**src/rtl/acc_pkg.sv**
```systemverilog
// Shared types and constants for the accelerator offload requester.
// Optional build macro ACC_OFFLOAD_SPILL_EN is consumed by acc_offload_requester.
package acc_pkg;

    localparam int unsigned AccNumRs     = 3;
    localparam int unsigned AccDataWidth = 32;
    localparam int unsigned RegAddrW     = 5;

    // Instruction field positions (LSB of each 5-bit register address)
    localparam int unsigned Rs1Lsb = 15;
    localparam int unsigned Rs2Lsb = 20;
    localparam int unsigned Rs3Lsb = 27;
    localparam int unsigned RdLsb  = 7;

    typedef enum logic [1:0] {
        ST_IDLE,
        ST_PREDECODE,
        ST_WAIT_OPS,
        ST_ISSUE
    } acc_offl_state_e;

    typedef struct packed {
        logic [31:0] q_instr_data;
    } acc_prd_req_t;

    typedef struct packed {
        logic                p_accept;
        logic                p_writeback;
        logic [AccNumRs-1:0] p_use_rs;
    } acc_prd_rsp_t;

    typedef struct packed {
        logic [31:0]                         instr;
        logic [AccNumRs-1:0][AccDataWidth-1:0] rs;
        logic [RegAddrW-1:0]                 rd;
    } acc_offl_req_t;

    // Source register address of operand idx
    function automatic logic [RegAddrW-1:0] acc_rs_addr(input logic [31:0] instr,
                                                        input int unsigned idx);
        case (idx)
            0:       return instr[Rs1Lsb +: RegAddrW];
            1:       return instr[Rs2Lsb +: RegAddrW];
            default: return instr[Rs3Lsb +: RegAddrW];
        endcase
    endfunction

endpackage

```
**src/rtl/acc_wb_scoreboard.sv**
```systemverilog
// Writeback scoreboard: per-register pending mask plus outstanding counter.
module acc_wb_scoreboard #(
    parameter int unsigned MaxOutstanding = 4
) (
    input  logic        clk_i,
    input  logic        rst_i,
    input  logic        set_i,
    input  logic [4:0]  set_rd_i,
    input  logic        clr_i,
    input  logic [4:0]  clr_rd_i,
    output logic [31:0] mask_o,
    output logic        full_o,
    output logic        busy_o
);

    localparam int unsigned CntW = $clog2(MaxOutstanding + 1);

    logic [31:0]     r_mask;
    logic [CntW-1:0] r_cnt;
    logic [31:0]     w_mask_next;
    logic            w_clr;

    // Responses with nothing outstanding are dropped entirely
    assign w_clr = clr_i && (r_cnt != '0);

    // Next mask: clear first so a same-rd set in the same cycle wins
    always_comb begin
        w_mask_next = r_mask;
        if (w_clr) w_mask_next[clr_rd_i] = 1'b0;
        if (set_i) w_mask_next[set_rd_i] = 1'b1;
        w_mask_next[0] = 1'b0;
    end

    // Mask and outstanding counter state
    always_ff @(posedge clk_i or posedge rst_i) begin
        if (rst_i) begin
            r_mask <= '0;
            r_cnt  <= '0;
        end else begin
            r_mask <= w_mask_next;
            if (set_i && !w_clr)
                r_cnt <= r_cnt + 1'b1;
            else if (!set_i && w_clr)
                r_cnt <= r_cnt - 1'b1;
        end
    end

    assign mask_o = r_mask;
    assign full_o = (r_cnt == CntW'(MaxOutstanding));
    assign busy_o = (r_cnt != '0);

endmodule

```
**src/rtl/acc_offload_requester.sv**
```systemverilog
// Core-side initiator of the accelerator predecode/offload protocol.
// Build macro ACC_OFFLOAD_SPILL_EN: replaces ISSUE with a one-entry output buffer.
module acc_offload_requester
    import acc_pkg::*;
#(
    parameter int unsigned NumRs          = AccNumRs,
    parameter int unsigned DataWidth      = AccDataWidth,
    parameter int unsigned MaxOutstanding = 4
) (
    input  logic                            clk_i,
    input  logic                            rst_i,
    input  logic                            instr_valid_i,
    output logic                            instr_ready_o,
    input  logic [31:0]                     instr_data_i,
    input  logic [NumRs-1:0][DataWidth-1:0] rs_i,
    input  logic [NumRs-1:0]                rs_valid_i,
    output acc_prd_req_t                    prd_req_o,
    input  acc_prd_rsp_t                    prd_rsp_i,
    output logic                            acc_req_valid_o,
    input  logic                            acc_req_ready_i,
    output logic [31:0]                     acc_req_instr_o,
    output logic [NumRs-1:0][DataWidth-1:0] acc_req_rs_o,
    output logic [4:0]                      acc_req_rd_o,
    input  logic                            acc_rsp_valid_i,
    input  logic [4:0]                      acc_rsp_rd_i,
    output logic                            acc_rsp_ready_o,
    output logic                            illegal_o,
    output logic [31:0]                     wb_pending_o,
    output logic                            busy_o
);

    acc_offl_state_e r_state;
    logic [31:0]     r_instr;
    acc_prd_rsp_t    r_rsp;
    acc_offl_req_t   r_req;
    logic            r_instr_ready;
    logic            r_acc_valid;
    logic            r_illegal;

    logic [NumRs-1:0][DataWidth-1:0] w_rs;
    logic [4:0]  w_rd;
    logic        w_ops_ready;
    logic        w_wb_clear;
    logic        w_go;
    logic        w_set;
    logic [31:0] w_mask;
    logic        w_sb_full;
    logic        w_sb_busy;

    assign w_rd = r_instr[RdLsb +: RegAddrW];

    // Operand readiness and masked operand capture values
    always_comb begin
        w_ops_ready = 1'b1;
        w_rs        = '0;
        for (int unsigned k = 0; k < NumRs; k++) begin
            if (r_rsp.p_use_rs[k]) begin
                w_rs[k] = rs_i[k];
                if (!rs_valid_i[k] || w_mask[acc_rs_addr(r_instr, k)])
                    w_ops_ready = 1'b0;
            end
        end
    end

    assign w_wb_clear = !r_rsp.p_writeback || (w_rd == '0) ||
                        (!w_mask[w_rd] && !w_sb_full);

`ifdef ACC_OFFLOAD_SPILL_EN
    // The buffer can take a new request when empty or draining this cycle
    assign w_go  = (r_state == ST_WAIT_OPS) && w_ops_ready && w_wb_clear &&
                   (!r_acc_valid || acc_req_ready_i);
    assign w_set = w_go && r_rsp.p_writeback && (w_rd != '0);
`else
    assign w_go  = (r_state == ST_WAIT_OPS) && w_ops_ready && w_wb_clear;
    assign w_set = (r_state == ST_ISSUE) && acc_req_ready_i &&
                   r_rsp.p_writeback && (w_rd != '0);
`endif

    // Control FSM with registered handshake outputs
    always_ff @(posedge clk_i or posedge rst_i) begin
        if (rst_i) begin
            r_state       <= ST_IDLE;
            r_instr       <= '0;
            r_rsp         <= '0;
            r_req         <= '0;
            r_instr_ready <= 1'b1;
            r_acc_valid   <= 1'b0;
            r_illegal     <= 1'b0;
        end else begin
            r_illegal <= 1'b0;
            case (r_state)
                ST_IDLE: begin
                    if (instr_valid_i) begin
                        r_instr       <= instr_data_i;
                        r_instr_ready <= 1'b0;
                        r_state       <= ST_PREDECODE;
                    end
                end
                ST_PREDECODE: begin
                    r_rsp <= prd_rsp_i;
                    if (!prd_rsp_i.p_accept) begin
                        r_illegal     <= 1'b1;
                        r_instr_ready <= 1'b1;
                        r_state       <= ST_IDLE;
                    end else begin
                        r_state <= ST_WAIT_OPS;
                    end
                end
                ST_WAIT_OPS: begin
                    if (w_go) begin
                        r_req.instr <= r_instr;
                        r_req.rs    <= w_rs;
                        r_req.rd    <= w_rd;
`ifdef ACC_OFFLOAD_SPILL_EN
                        r_instr_ready <= 1'b1;
                        r_state       <= ST_IDLE;
`else
                        r_acc_valid <= 1'b1;
                        r_state     <= ST_ISSUE;
`endif
                    end
                end
`ifndef ACC_OFFLOAD_SPILL_EN
                ST_ISSUE: begin
                    if (acc_req_ready_i) begin
                        r_acc_valid   <= 1'b0;
                        r_instr_ready <= 1'b1;
                        r_state       <= ST_IDLE;
                    end
                end
`endif
                default: begin
                    r_instr_ready <= 1'b1;
                    r_state       <= ST_IDLE;
                end
            endcase
`ifdef ACC_OFFLOAD_SPILL_EN
            // Buffer occupancy: a load overrides a same-cycle drain
            if (w_go)
                r_acc_valid <= 1'b1;
            else if (acc_req_ready_i)
                r_acc_valid <= 1'b0;
`endif
        end
    end

    acc_wb_scoreboard #(
        .MaxOutstanding(MaxOutstanding)
    ) u_scoreboard (
        .clk_i    (clk_i),
        .rst_i    (rst_i),
        .set_i    (w_set),
        .set_rd_i (w_rd),
        .clr_i    (acc_rsp_valid_i),
        .clr_rd_i (acc_rsp_rd_i),
        .mask_o   (w_mask),
        .full_o   (w_sb_full),
        .busy_o   (w_sb_busy)
    );

    assign instr_ready_o          = r_instr_ready;
    assign prd_req_o.q_instr_data = (r_state == ST_PREDECODE) ? r_instr : '0;
    assign acc_req_valid_o        = r_acc_valid;
    assign acc_req_instr_o        = r_req.instr;
    assign acc_req_rs_o           = r_req.rs;
    assign acc_req_rd_o           = r_req.rd;
    assign acc_rsp_ready_o        = 1'b1;
    assign illegal_o              = r_illegal;
    assign wb_pending_o           = w_mask;
    assign busy_o                 = (r_state != ST_IDLE) || w_sb_busy;

endmodule

```
**config.mk**
```make
export PLATFORM = sky130hd
export DESIGN_NAME = acc_offload_requester
export DESIGN_NICKNAME = d
export VERILOG_FILES = /design/src/rtl/acc_pkg.sv /design/src/rtl/acc_wb_scoreboard.sv /design/src/rtl/acc_offload_requester.sv
export SDC_FILE = /design/constraint.sdc
export NUM_CORES = 1
export LEC_CHECK = 0
export CORE_AREA = 2 2 124 156
export CTS_CLUSTER_SIZE = 30
export DETAILED_ROUTE_END_ITERATION = 10
export DIE_AREA = 0 0 126 158
export DONT_BUFFER_PORTS = 1
export PLACE_DENSITY = 0.71
export SYNTH_ARGS = -nofsm -noshare
export SYNTH_HDL_FRONTEND = slang
export SYNTH_SLANG_ARGS = --single-unit
```
**constraint.sdc**
```tcl
create_clock -name clk_i -period 9.15 [get_ports clk_i]
set_input_delay 1.83 -clock clk_i [delete_from_list [all_inputs] [get_ports clk_i]]
set_output_delay 1.83 -clock clk_i [all_outputs]
set_load 0.005 [all_outputs]
```
### Word-level counts from Yosys, hierarchy flattened

Cells that the tools add are included.

| cells by class | value |
|---|---|
| add/subtract/negate cells | 2 |
| magnitude comparators | 7 |
| equality and inequality tests | 8 |
| multiplexer cells | 43 |
| bitwise logic cells | 3 |
| reduce and logical (&&, ||, !) cells | 38 |

Operators with widths:

| operator | number |
|---|---|
| 32-bit 2-to-1 mux | 6 |
| 32-bit bitwise AND | 1 |
| 32-bit inverter | 1 |
| 32-bit OR | 1 |
| 5-bit by 6-bit < comparator with 1-bit output (second input constant) | 5 |
| 1-bit binary-select mux with 5-bit select | 4 |
| 1-bit 2-to-1 mux | 19 |
| 5-bit 2-to-1 mux | 3 |
| 1-bit logical AND | 11 |
| 1-bit demux with 5-bit select | 2 |
| 5-bit by 1-bit >= comparator with 1-bit output (second input constant) | 2 |
| 1-bit zero test | 8 |
| 2-bit 2-to-1 mux | 4 |
| 2-bit inequality test (second input constant) | 4 |
| 2-bit case mux with 4 select lines | 1 |
| 1-bit logical OR | 6 |
| 3-bit 2-to-1 mux | 2 |
| 3-bit AND reduction | 2 |
| 2-bit nonzero test | 3 |
| 3-bit nonzero test | 2 |
| 5-bit zero test | 1 |
| 5-bit nonzero test | 1 |
| 2-bit == test (second input constant) | 2 |
| 2-bit AND reduction | 2 |
| other kinds (8) | 8 |

| storage, ports and cells | value |
|---|---|
| bits in registers | 208 |
| input bits | 146 |
| output and inout port bits | 202 |
| word-level logic and storage cells | 115 |

### Depth between registers and ports, before layout

Gate-level depths: netlist of run 1.

| depth | value |
|---|---|
| word-level depth | 14 |
| mapped depth | 11 |
| depth with buffers taken out | 9 |

### By module

A second synthesis of run 1 with hierarchy kept.

| second synthesis, totals | value |
|---|---|
| cell total of the unflattened synthesis | 895 |
| area, all modules | 10181.0 µm² |

Modules (own cells, without submodules):

| module | instances | cells an instance | area each (µm²) | seq. area each (µm²) |
|---|---|---|---|---|
| acc_offload_requester | 1 | 732 | 8525.7 | 4230.3 |
| acc_wb_scoreboard | 1 | 163 | 1655.3 | 850.8 |

### Worst setup path before layout of run 1

Ideal clock, no wire load.

| timing | value |
|---|---|
| kind | in2reg |
| start point | in acc_req_ready_i |
| end point | reg u_scoreboard.r_cnt[2] |
| setup time | 0.079 ns |
| arrival | 3.186 ns |
| required time | 9.071 ns |
| setup slack | 5.885 ns |
| stages | 8 |
| buffers on the path | 0 |
| path through | nand3_1 -> nor2_1 -> ha_1 -> inv_1 -> fa_1 -> xor2_1 -> nor2_1 -> xor2_1 |

| between the ends | value |
|---|---|
| longest elaborated chain between the ends | 6 |
| elaborated cells between the ends (all ways) | 8 |
| classes of those cells | 1 x mux; 7 x reduce/logical |

Ends and longest elaborated chain:

| item | line | text |
|---|---|---|
| start, declared | acc_offload_requester.sv:20 | `input logic acc_req_ready_i,` |
| 1-bit logical AND (*) (2 in series) | acc_offload_requester.sv:75 | `assign w_set = (r_state == ST_ISSUE) && acc_req_ready_i &&` |
| 1-bit logical AND (*) | acc_offload_requester.sv:76 | `r_rsp.p_writeback && (w_rd != '0);` |
| 1-bit zero test | acc_wb_scoreboard.sv:43 | `else if (!set_i && w_clr)` |
| 1-bit logical AND | acc_wb_scoreboard.sv:43 |  |
| 2-bit nonzero test (no line) | -- |  |
| end signal, assigned | acc_wb_scoreboard.sv:42 | `r_cnt <= r_cnt + 1'b1;` |
| end signal, assigned | acc_wb_scoreboard.sv:44 | `r_cnt <= r_cnt - 1'b1;` |
| end, declared | acc_wb_scoreboard.sv:19 | `logic [CntW-1:0] r_cnt;` |

Every way passes the cells marked *; elsewhere a longest branch is shown, timed or not.
A chain may end at the register's enable or synchronous reset.

==> results.txt, run 1 <==
----------------------------------------------------
[Floorplan]
  Die area ... between 0.015 and 0.02 mm^2
  # IOs ... about 350
  Floorplan row count ... 56
  Floorplan Core Area ... around 0.018 mm^2
  Die boundary height ... 158 um
  Die width ... between 100 and 150 um
  Initial core utilization ... 0.536

[Synthesis]
  Top-count cell post-synth ... sky130_fd_sc_hd__dfrtp_1
  Warnings from Yosys ... 0
  Number of synthesized flops with an enable pin ... 0
  Share of the synthesized area in the top cell type ... 0.510
  Largest cells by area after synthesis ... sky130_fd_sc_hd__dfrtp_1 51%, sky130_fd_sc_hd__mux2_2 7.7%, sky130_fd_sc_hd__o21a_1 7.3%
  Number of register bits inferred by synthesis ... roughly 200
  Cell type with the highest aggregate area in the netlist ... sky130_fd_sc_hd__dfrtp_1
  Most used flip-flop cell after synthesis ... sky130_fd_sc_hd__dfrtp_1
  Unique cell type count in the Yosys netlist ... between 50 and 60
  Post-synthesis cell area ... 0.00991 mm^2
  Post-synthesis async set-or-reset flop share ... 1.00
  Most numerous cell types in the synthesized netlist ... 202 x sky130_fd_sc_hd__dfrtp_1, 96 x sky130_fd_sc_hd__o21a_1, 68 x sky130_fd_sc_hd__mux2_2, 65 x sky130_fd_sc_hd__o21ai_0, 50 x sky130_fd_sc_hd__a31o_2
  Sequential-to-total area share from yosys stat ... 0.513
  Number of instances in the synthesized netlist ... about 800
  Syn_area_per_cell ... 12.3 um^2
  Net count after synthesis ... 954

[Clocking]
  Post-cts gate resize count ... 0
  Number of buffers inserted to repair setup after CTS ... 0
  Total of hold buffers inserted after clock tree synthesis ... 0
  Buffer depth of the longest clock path ... 3
  Later-pin clock latency in the skew report ... slightly below 0.5 ns
  CTS clock-pin slew for the worst setup and hold paths ... around 0.06 ns
  TritonCTS Sinks ... 203
  Root cell of the clock tree ... sky130_fd_sc_hd__clkbuf_16
  Number of CTS-inserted buffers ... 21
  Clock H-tree levels ... 1
  Clock tree from TritonCTS ... yes

[Global routing]
  First-pass GRT wire length ... 40500 um
  Number of global-route vias before repair ... between 6000 and 7000
  Maximum number of pins on one net before global-route repair ... ~130
  Antenna violations before repair ... 1
  Global router's overall resource usage ... 0.258
  Remaining global-route overflow ... 0

[Worst hold path]
  Class of the most critical hold timing path ... reg -> reg
  Hold path startpoint ... r_instr[25]$_DFFE_PP0P_
  WHS Endpoint ... acc_req_instr_o[25]$_DFFE_PP0P_
  Worst hold path stage count ... 1

[STA]
  Maximum clock skew at final layout ... around 0.0073 ns
  Setup violation total in the final timing report ... 0
  Max transition margin ... 0.201
  Share of the clock period used by the worst path after layout ... 0.448
  Final critical-path required period ... slightly above 4 ns
  Hold Vio Cnt, Final ... 0
  Worst slew pin tran ... 1.20 ns
  Setup TNS ... 0 ns
  Max-slew violation count ... 0
  Unrepaired setup endpoints after global routing ... false
  Smallest setup slack after layout ... just over 5 ns
  Fmax ... between 200 and 250 MHz

[Placed design]
  Placement-stage worst setup slack ... approximately 5 ns
  Number of buffer cells added on primary ports ... 0
  Post-detail-place hpwl ... 19000 um
  Final weighted congestion in routability-driven placement ... roughly 0.95

[Layout]
  Area delta synth->final ... 5.57%
  Final net count ... around 900
  Fraction of final layout cells sized beyond drive strength 1 ... 0.248
  Number of filler instances in the final layout ... between 1500 and 2000
  ANT cells ... 0

[Worst setup path]
  Required @ worst endpoint ... approximately 7.3 ns
  Endpoint arrival time on the critical path ... approximately 2.3 ns
  Crit Path Max Fanout ... 20
  Setup CP Type ... reg -> out
  Worst reg-to-reg setup slack ... roughly 5.3 ns
  Worst Reg-to-Reg Cells ... 9
  Capturing element type of the critical path ... primary output
  End of the worst register-to-register path ... acc_req_instr_o[8]$_DFFE_PP0P_
  Critical Path Source Type ... flop
  Worst R2R Start ... r_instr[8]$_DFFE_PP0P_

[Pwr]
  Switching power of the nets ... roughly 1.6 mW
  Switching fraction of total power ... 0.397
  Share of total power in combinational logic ... 0.359
  Max rail drop VDD ... between 0.2 and 0.25 mV
  Internal power contribution ... ~2.5 mW
  Power density relative to cell area ... 389 mW/mm^2
  Sequential share of power ... 0.444
  Fraction of power consumed by the clock network ... 0.197
  Leak ... 4.39 nW

[Detailed routing]
  Count of TritonRoute iterations in the first routing pass ... 5
  Via density per instance ... a little under 7
  Wire length on met2 ... 14000 um
  Routed via count ... about 6800
  Number of violations reported at the end of detailed-routing iteration 0 ... 637
  Met3 wire length ... 2730 um
  Post-detailed-route DRC marker count ... 0
  Wire length per cell after detailed routing ... 27.1 um
  Post-Route WL ... 27100 um
  Post-detailed-route count of antenna-violating nets ... 0
  Top Layer Used ... met5
  Met1 wire length ... roughly 9600 um

[Run status]
  Status ... completed

[Job]
  Number of max-cap violations ... 0

----------------------------------------------------
-- how the worst max path moves through the flow --
stage | from | endpoint | slack [ns] | cells past startpoint
2_1_floorplan | rst_i | asynchronous set/reset pin | 1.78 | 1
3_3_place_gp | rs_valid_i[2] | acc_req_instr_o[2]$_DFFE_PP0P_ | 5.00 | 9
3_5_place_dp | rs_valid_i[2] | acc_req_instr_o[14]$_DFFE_PP0P_ | 4.89 | 9
4_1_cts | r_state[0]$_DFFE_PP0P_ | prd_req_o[23] | 5.01 | 3
5_1_grt | r_state[0]$_DFFE_PP0P_ | prd_req_o[23] | 4.92 | 3
6_report | r_state[0]$_DFFE_PP0P_ | prd_req_o[23] | 5.05 | 3
-- through the flow --
| stage | cells | power, mW | utilization | instance area [um^2] | hold WS, ns |
|---|---|---|---|---|---|
| after global routing | 1001 | 4.30 | 0.565 | 10500 | 0.537 |
| after floorplan | 806 | 2.97 | - | 9910 | 0.464 |
| final | 1001 | 4.07 | 0.565 | 10500 | 0.509 |
| after CTS | 1001 | 4.09 | 0.565 | 10500 | 0.511 |
| after detailed placement | 968 | 3.28 | 0.531 | 9830 | 0.497 |
| after global placement | 968 | 3.18 | 0.531 | 9830 | 0.484 |
-- state kept, by name, summed over array words and instances (netlist names), named ones only --
name and count:
acc_req_instr_o 32, instr_ready_o 1, r_state 1, u_scoreboard.mask_o 31
u_scoreboard.r_cnt 3, illegal_o 1, r_instr 32, acc_req_rs_o 96
acc_req_valid_o 1, r_rsp 4
-- power by group through the flow --
stage / Sequential (mW) / Combinational, mW / Clock (mW)
after detailed placement: 1.82 / 1.46 / 0
after floorplan: 1.51 / 1.46 / 0
after CTS: 1.81 / 1.46 / 0.819
after global placement: 1.80 / 1.39 / 0
final: 1.81 / 1.46 / 0.801
after global routing: 1.86 / 1.59 / 0.851
-- cells in the final DEF (no fill, tap or decap), types with 4 or more instances in the layout --
cell,count
sky130_fd_sc_hd__nor2_1,14
sky130_fd_sc_hd__clkbuf_1,6
sky130_fd_sc_hd__o21ai_0,65
sky130_fd_sc_hd__and2_1,33
sky130_fd_sc_hd__a21oi_1,6
sky130_fd_sc_hd__nor2b_1,7
sky130_fd_sc_hd__nand3_1,8
sky130_fd_sc_hd__nor3_1,5
sky130_fd_sc_hd__or3_1,6
sky130_fd_sc_hd__a31o_1,47
sky130_fd_sc_hd__mux2_2,68
sky130_fd_sc_hd__dfrtp_1,202
sky130_fd_sc_hd__inv_1,6
sky130_fd_sc_hd__o21a_1,96
sky130_fd_sc_hd__nand3b_1,9
sky130_fd_sc_hd__a31o_2,50
sky130_fd_sc_hd__nand2_1,19
sky130_fd_sc_hd__nand2b_1,4
sky130_fd_sc_hd__buf_4,8
sky130_fd_sc_hd__mux4_2,24
sky130_fd_sc_hd__clkbuf_16,21
sky130_fd_sc_hd__mux2i_1,17
-- worst max-delay path: stages (launching register included) --
cell and delay (ns):
sky130_fd_sc_hd__dfrtp_1 0.54, sky130_fd_sc_hd__nor2b_2 0.60, sky130_fd_sc_hd__buf_4 0.39, sky130_fd_sc_hd__and2_1 0.24
-- routing by layer --
layer,GRT usage,up-vias
met1,0.303,3400
met3,0.0737,61
met4,0.0837,2
met2,0.457,392
li1,-,2897
met5,0,-
-- layout make-up --
class,count,area (um^2),share of cell area
Clock buffer,30,589,0.0563
Inverter,7,33.8,0.00323
Timing Repair Buffer,8,60.1,0.00574
Tap cell,232,290,0.0278
Sequential cell,203,5080,0.486
Clock inverter,3,40.0,0.00383
Multi-Input combinational cell,518,4360,0.417
-- cell families after synthesis --
| logic type | count (synthesis) | share of synthesized area |
|---|---|---|
| DFF | 203 | 0.513 |
| buffers and inverters | 85 | 0.0476 |
| adders and majority gates | 2 | 0.00328 |
| and+or+nand+nor | 119 | 0.0707 |
| muxes | 111 | 0.151 |
| xor gates and xnor gates | 3 | 0.00265 |
| other | 2 | 0.000758 |
| AOI/OAI and AO/OA | 281 | 0.211 |
No activity file was read; power rests on OpenSTA's default activity.
==> inputs of run 2 (changes only) <==
==> constraint.sdc (replaced) <==
create_clock -name clk_i -period 3.91 [get_ports clk_i]
set_input_delay 0.782 -clock clk_i [delete_from_list [all_inputs] [get_ports clk_i]]
set_output_delay 0.782 -clock clk_i [all_outputs]
set_load 0.005 [all_outputs]
==> results.txt, run 2 (synthesis results as in run 1) <==
----------------------------------------------------
[Run status]
  Status ... completed

[Worst setup path]
  Largest stage delay, worst path ... 0.75 ns (+0.15 ns)
  Crit Path Max Fanout ... 96 (+380%)
  Delay-heaviest family, CP ... compound AO/OA/AOI/OAI gates
  Capturing element type of the critical path ... flop
  Worst R2R Start ... r_instr[27]$_DFFE_PP0P_
  First element of the critical path ... r_instr[27]$_DFFE_PP0P_
  Setup CP Type ... reg -> reg
  Worst path cell trace ... mux4_2 > a221oi_2 > o31ai_1 > nand3_1 > nand4_4 > buf_4 > o21a_1 > a31o_2
  Slowest cell on crit path ... sky130_fd_sc_hd__dfrtp_1
  Number of buffer and inverter stages on the critical path ... 1 (unchanged)
  Endpoint arrival time on the critical path ... 3.53 ns (+1.26 ns)
  Required @ worst endpoint ... 4.28 ns (-3.04 ns)
  Critical Path Source Type ... flop

[Detailed routing]
  Wire length per cell after detailed routing ... 26.9 um (-0.65%)
  Post-detailed-route count of antenna-violating nets ... 0 (unchanged)
  Post-detailed-route DRC marker count ... 0 (unchanged)
  Count of TritonRoute iterations in the first routing pass ... 5 (unchanged)
  Routed via count ... 6694 (-0.86%)
  Post-Route WL ... 27100 um (about the same)
  Via density per instance ... 6.65 (-1.4%)
  Number of violations reported at the end of detailed-routing iteration 0 ... 494 (-22%)

[Pwr]
  Leak ... 4.41 nW (+0.50%)
  Power density relative to cell area ... 908 mW/mm^2 (+130%)
  Max rail drop VDD ... 0.660 mV (+210%)

[STA]
  Fmax ... 317 MHz
  Max transition margin ... 0.265 (+0.0638)
  Unrepaired setup endpoints after global routing ... false
  Setup TNS ... 0 ns (unchanged)
  Smallest setup slack after layout ... 0.754 ns (-4.30 ns)
  Max-slew violation count ... 0 (unchanged)
  Worst slew pin tran ... 1.10 ns (-0.0983 ns)
  Hold Vio Cnt, Final ... 0 (unchanged)
  Final critical-path required period ... ~3.2 ns
  Maximum clock skew at final layout ... 0.0135 ns (+0.00622 ns)
  Share of the clock period used by the worst path after layout ... 0.807
  Setup violation total in the final timing report ... 0 (unchanged)

[Placed design]
  Placement-stage worst setup slack ... 0.781 ns (-4.11 ns)
  Number of buffer cells added on primary ports ... 0 (unchanged)
  Post-detail-place hpwl ... 19100 um (+0.28%)
  Final weighted congestion in routability-driven placement ... 0.910 (-4.0%)
  Number of instances in the placed design ... 970 (+0.21%)
  Placement-stage cell area ... 0.00988 mm^2 (+0.55%)

[Layout]
  Area delta synth->final ... 6.20%
  Highest-count cells in the layout ignoring fill and taps ... 202 x sky130_fd_sc_hd__dfrtp_1, 96 x sky130_fd_sc_hd__o21a_1, 68 x sky130_fd_sc_hd__mux2_2
  Core Util, Final ... 0.569 (+0.00338)
  Final cell area excluding filler cells ... 0.0105 mm^2 (+0.60%)
  Most common cell after layout, fill and taps aside ... sky130_fd_sc_hd__dfrtp_1
  Cell Count, Final, Fillers Out ... 1007 (+0.60%)
  Final net count ... 909 (+0.22%)
  Fraction of final layout cells sized beyond drive strength 1 ... 0.253 (+0.00422)
  Largest register FFs ... 96 (unchanged)

[Clocking]
  CTS clock-pin slew for the worst setup and hold paths ... 0.06 ns (about the same)
  Buffer depth of the longest clock path ... 3 (unchanged)
  Number of buffers inserted to repair setup after CTS ... 0 (unchanged)
  Number of CTS-inserted buffers ... 21 (unchanged)
  Later-pin clock latency in the skew report ... 0.49 ns (about the same)
  Clock H-tree levels ... 1 (unchanged)
  Root cell of the clock tree ... sky130_fd_sc_hd__clkbuf_16
  Total of hold buffers inserted after clock tree synthesis ... 0 (unchanged)
  Post-cts gate resize count ... 0 (unchanged)
  TritonCTS Sinks ... 203 (unchanged)
  Clock tree from TritonCTS ... yes

[Floorplan]
  # IOs ... 348 (unchanged)
  Initial core utilization ... 0.536 (unchanged)
  Floorplan Core Area ... 0.0185 mm^2 (unchanged)
  Die width ... 126 um (unchanged)
  Die area ... 0.0199 mm^2 (unchanged)
  Floorplan row count ... 56 (unchanged)
  Die boundary height ... 158 um (unchanged)

[Global routing]
  First-pass GRT wire length ... 40500 um (+0.10%)
  Global router's overall resource usage ... 0.259 (+0.00139)
  Antenna violations before repair ... 3 (+2)
  Number of global-route vias before repair ... 6805 (-0.029%)
  Remaining global-route overflow ... 0 (unchanged)
  Maximum number of pins on one net before global-route repair ... 102 (-20%)

[Worst hold path]
  Class of the most critical hold timing path ... in -> reg
  Hold path startpoint ... prd_rsp_i[4]

[Job]
  Number of max-cap violations ... 0 (unchanged)

----------------------------------------------------
## run 2: cell types whose count changed in the layout (fill, tap and decap cells not counted), sizes merged
cell / delta
buf: +2
clkbuf: -2
clkinv: +3
clkinvlp: +1
diode: +3
inv: -1
## run 2: final cells by class
type	count	area [um^2]
Antenna cell	3	7.51
Multi-Input combinational cell	518	4370
Timing Repair Buffer	10	113
Sequential cell	203	5080
Clock inverter	6	58.8
Inverter	7	30.0
Clock buffer	28	572
Fill cell	1502	7980
Tap cell	232	290
## run 2: final timing paths
kind | endpoint | slack [ns] | depth (start not counted)
hold / removal | illegal_o$_DFF_PP0_ | 0.36 | 1
hold reg to reg | u_scoreboard.r_cnt[2]$_DFFE_PP0P_ | 0.52 | 1
max in group asynchronous | acc_req_rs_o[26]$_DFFE_PP0P_ | 2.55 | 2
setup reg to reg | acc_req_rs_o[6]$_DFFE_PP0P_ | 0.75 | 8
min in group asynchronous | acc_req_instr_o[20]$_DFFE_PP0P_ | 0.39 | 1
setup / recovery | acc_req_rs_o[6]$_DFFE_PP0P_ | 0.75 | 8
## run 2: report_power, final
part / internal, mW / leakage, nW / switching [mW]
Clock: 1.09 / 0.313 / 0.773
Sequential: 2.95 / 2.60 / 1.21
Combinational: 1.72 / 1.50 / 1.81
## run 2: per-layer routing
layer  GRT usage  vias to the layer above  wire [um]
met1       0.308                     3378       9700
li1            -                     2897          -
met2       0.445                      351      14000
met5           0                        -         12
met4       0.109                        2        896
met3      0.0703                       66       2480
## run 2: through the flow
stage | power [mW] | hold WS, ns
after floorplan | 6.95 | 0.464
after global placement | 7.49 | 0.488
after detailed placement | 7.73 | 0.498
after CTS | 9.61 | 0.341
after global routing | 10.1 | 0.337
final | 9.55 | 0.360
==> inputs of run 3 (changes only) <==
--- a/config.mk
+++ b/config.mk
@@ -10,7 +10,7 @@
 export DETAILED_ROUTE_END_ITERATION = 10
 export DIE_AREA = 0 0 126 158
 export DONT_BUFFER_PORTS = 1
-export PLACE_DENSITY = 0.71
+export PLACE_DENSITY = 0.74
 export SYNTH_ARGS = -nofsm -noshare
 export SYNTH_HDL_FRONTEND = slang
 export SYNTH_SLANG_ARGS = --single-unit
==> constraint.sdc (replaced) <==
create_clock -name clk_i -period 2.55 [get_ports clk_i]
set_input_delay 0.51 -clock clk_i [delete_from_list [all_inputs] [get_ports clk_i]]
set_output_delay 0.51 -clock clk_i [all_outputs]
set_load 0.005 [all_outputs]
==> results.txt, run 3 (synthesis results as in run 1) <==
----------------------------------------------------
[Run status]
  Status ... finished, violations left
  Violated checks ... negative setup slack

[Worst setup path]
  End point of the critical path ... acc_req_instr_o[24]$_DFFE_PP0P_
  Setup CP Type ... reg -> reg
  Largest stage delay, worst path ... 0.45 ns (-0.30 ns)
  First element of the critical path ... u_scoreboard.mask_o[10]$_DFF_PP0_
  Worst Reg-to-Reg Cells ... 10 (+2)
  Crit Path Max Fanout ... 13 (-86%)
  Worst path cell trace ... buf_4 > mux4_2 > mux2_2 > a22o_1 > nand3b_1 > nand4_4 > nor2_4 > buf_4 > buf_12 > mux2_2
  Slowest cell on crit path ... sky130_fd_sc_hd__mux4_2
  Capturing element type of the critical path ... flop
  Worst reg-to-reg setup slack ... -0.05 ns (-0.81 ns)
  End of the worst register-to-register path ... acc_req_instr_o[24]$_DFFE_PP0P_
  Required @ worst endpoint ... 2.92 ns (-1.36 ns)
  Worst R2R Start ... u_scoreboard.mask_o[10]$_DFF_PP0_
  Endpoint arrival time on the critical path ... 2.98 ns (-0.55 ns)
  Critical Path Source Type ... flop

[Floorplan]
  Die boundary height ... 158 um (unchanged)
  Floorplan row count ... 56 (unchanged)
  Die width ... 126 um (unchanged)
  Floorplan Core Area ... 0.0185 mm^2 (unchanged)
  # IOs ... 348 (unchanged)
  Die area ... 0.0199 mm^2 (unchanged)
  Initial core utilization ... 0.536 (unchanged)

[Layout]
  Area delta synth->final ... 16.1%
  Area occupied by registers ... 0.00508 mm^2 (about the same)
  Largest register FFs ... 96 (unchanged)
  Cell Count, Final, Fillers Out ... 1085 (+7.7%)
  Area taken by multi-input logic gates ... 0.00450 mm^2 (+3.0%)
  Most common cell after layout, fill and taps aside ... sky130_fd_sc_hd__dfrtp_1
  Fraction of final layout cells sized beyond drive strength 1 ... 0.329 (+0.0764)
  Highest-count cells in the layout ignoring fill and taps ... 199 x sky130_fd_sc_hd__dfrtp_1, 96 x sky130_fd_sc_hd__o21a_1, 64 x sky130_fd_sc_hd__o21ai_0, 64 x sky130_fd_sc_hd__buf_4, 50 x sky130_fd_sc_hd__a31o_2
  Final cell area excluding filler cells ... 0.0115 mm^2 (+9.3%)
  Final net count ... 986 (+8.5%)
  Number of filler instances in the final layout ... 1440 (-4.1%)

[STA]
  Maximum clock skew at final layout ... 0.0150 ns (+0.00140 ns)
  Hold Vio Cnt, Final ... 0 (unchanged)
  Worst slew pin tran ... 0.731 ns (-0.369 ns)
  Unrepaired setup endpoints after global routing ... true
  Fmax ... 384 MHz (+21%)
  Final critical-path required period ... 2.60 ns (-0.551 ns)
  Setup violation total in the final timing report ... 81 (+81)
  Share of the clock period used by the worst path after layout ... 1.02 (+0.214)
  Max transition margin ... 0.511 (+0.246)
  Smallest setup slack after layout ... -0.0544 ns (-0.809 ns)
  Max-slew violation count ... 0 (unchanged)

[Global routing]
  Maximum number of pins on one net before global-route repair ... 97 (-4.9%)
  Global router's overall resource usage ... 0.281 (+0.0218)
  Number of global-route vias before repair ... 7266 (+6.8%)
  Remaining global-route overflow ... 0 (unchanged)
  Antenna violations before repair ... 1 (-2)
  First-pass GRT wire length ... 43500 um (+7.2%)

[Detailed routing]
  Post-detailed-route count of antenna-violating nets ... 0 (unchanged)
  Post-Route WL ... 29600 um (+9.0%)
  Wire length per cell after detailed routing ... 27.2 um (+1.2%)
  Count of TritonRoute iterations in the first routing pass ... 5 (unchanged)
  Post-detailed-route DRC marker count ... 0 (unchanged)
  Via density per instance ... 6.63 (-0.31%)
  Routed via count ... 7190 (+7.4%)
  Number of violations reported at the end of detailed-routing iteration 0 ... 591 (+20%)

[Pwr]
  Sequential share of power ... 0.367 (-0.069)
  Switching power of the nets ... 6.36 mW (+68%)
  Share of total power in combinational logic ... 0.452 (+0.083)
  Leak ... 4.97 nW (+13%)
  Switching fraction of total power ... 0.382 (-0.0147)
  Fraction of power consumed by the clock network ... 0.181 (-0.014)
  Power density relative to cell area ... 1440 mW/mm^2 (+59%)
  Internal power contribution ... 10.3 mW (+78%)
  Max rail drop VDD ... 0.918 mV (+39%)

[Clocking]
  CTS clock-pin slew for the worst setup and hold paths ... 0.06 ns (about the same)
  Total of hold buffers inserted after clock tree synthesis ... 0 (unchanged)
  Buffer depth of the longest clock path ... 3 (unchanged)
  Clock H-tree levels ... 1 (unchanged)
  Root cell of the clock tree ... sky130_fd_sc_hd__clkbuf_16
  Number of CTS-inserted buffers ... 21 (unchanged)
  Later-pin clock latency in the skew report ... 0.49 ns (about the same)
  Clock tree from TritonCTS ... yes
  TritonCTS Sinks ... 203 (unchanged)

[Job]
  Number of max-cap violations ... 0 (unchanged)

[Placed design]
  Post-detail-place hpwl ... 21200 um (+11%)
  Placement-stage cell area ... 0.0104 mm^2 (+5.6%)
  Number of instances in the placed design ... 1037 (+6.9%)
  Final weighted congestion in routability-driven placement ... 1.01 (+11%)
  Number of buffer cells added on primary ports ... 0 (unchanged)

[Worst hold path]
  Class of the most critical hold timing path ... in -> async

----------------------------------------------------
==> run 3: worst max-delay path, delay by kind of cell, from the launching register on <==
| family | cells | cell delay (ns) |
|---|---|---|
| flip-flops | 1 | 0.38 |
| AO/OA/AOI/OAI | 1 | 0.18 |
| multiplexers | 3 | 1.06 |
| AND/OR/NAND/NOR | 3 | 0.43 |
| buffers and inverters | 3 | 0.43 |
==> run 3: power by group through the flow <==
stage | clock network (mW) | registers (mW) | logic, mW
floorplan | 0 | 5.42 | 5.26
global placement | 0 | 6.03 | 6.28
detailed placement | 0 | 6.10 | 6.56
CTS | 3.06 | 6.08 | 7.15
global route | 3.19 | 6.24 | 8.06
finish | 3.01 | 6.10 | 7.51
==> run 3: final cells by class <==
| cell class | instances | area share |
|---|---|---|
| Sequential cell | 203 | 0.442 |
| Multi-Input combinational cell | 518 | 0.391 |
| Timing Repair Buffer | 87 | 0.0803 |
| Clock buffer | 29 | 0.0500 |
| Tap cell | 232 | 0.0252 |
| Clock inverter | 7 | 0.00794 |
| Inverter | 7 | 0.00261 |
| Antenna cell | 2 | 0.000435 |
==> run 3: repair_timing <==
action,in CTS,in global routing
cloned,2,3
setup buffers,4,2
pin swaps,5,0
endpoints found under the setup margin,128,130
resized for setup,37,21
==> run 3: worst min path at each step <==
| stage | to | slack [ns] | cells after the start |
|---|---|---|---|
| 2_1_floorplan | u_scoreboard.r_cnt[2]$_DFFE_PP0P_ | 0.46 | 1 |
| 3_3_place_gp | u_scoreboard.r_cnt[2]$_DFFE_PP0P_ | 0.49 | 1 |
| 3_5_place_dp | u_scoreboard.r_cnt[2]$_DFFE_PP0P_ | 0.50 | 1 |
| 4_1_cts | acc_req_instr_o[15]$_DFFE_PP0P_ | 0.01 | 1 |
| 5_1_grt | r_instr[23]$_DFFE_PP0P_ | 0.04 | 1 |
| 6_report | acc_req_instr_o[15]$_DFFE_PP0P_ | 0.007 | 1 |
==> run 3: stage by stage <==
stage / power, mW / hold slack [ns] / utilization / TNS [ns] / worst slack, ns
after global routing: 17.5 / 0.0374 / 0.621 / -10.79 / -0.145
after floorplan: 10.7 / 0.464 / - / -119.08 / -0.589
final: 16.6 / 0.00675 / 0.622 / -1.96 / -0.0544
after CTS: 16.3 / 0.0146 / 0.613 / -0.707 / -0.0416
after global placement: 12.3 / 0.488 / 0.564 / -6.64 / -0.0997
after detailed placement: 12.7 / 0.496 / 0.564 / -13.76 / -0.166
==> run 3: metal layers <==
layer	vias up	GRT usage	routed length (um)
li1	3063	-	-
met1	3609	0.319	10000
met2	431	0.499	15400
met3	87	0.0747	2900
met4	0	0.122	1240
met5	-	0	0
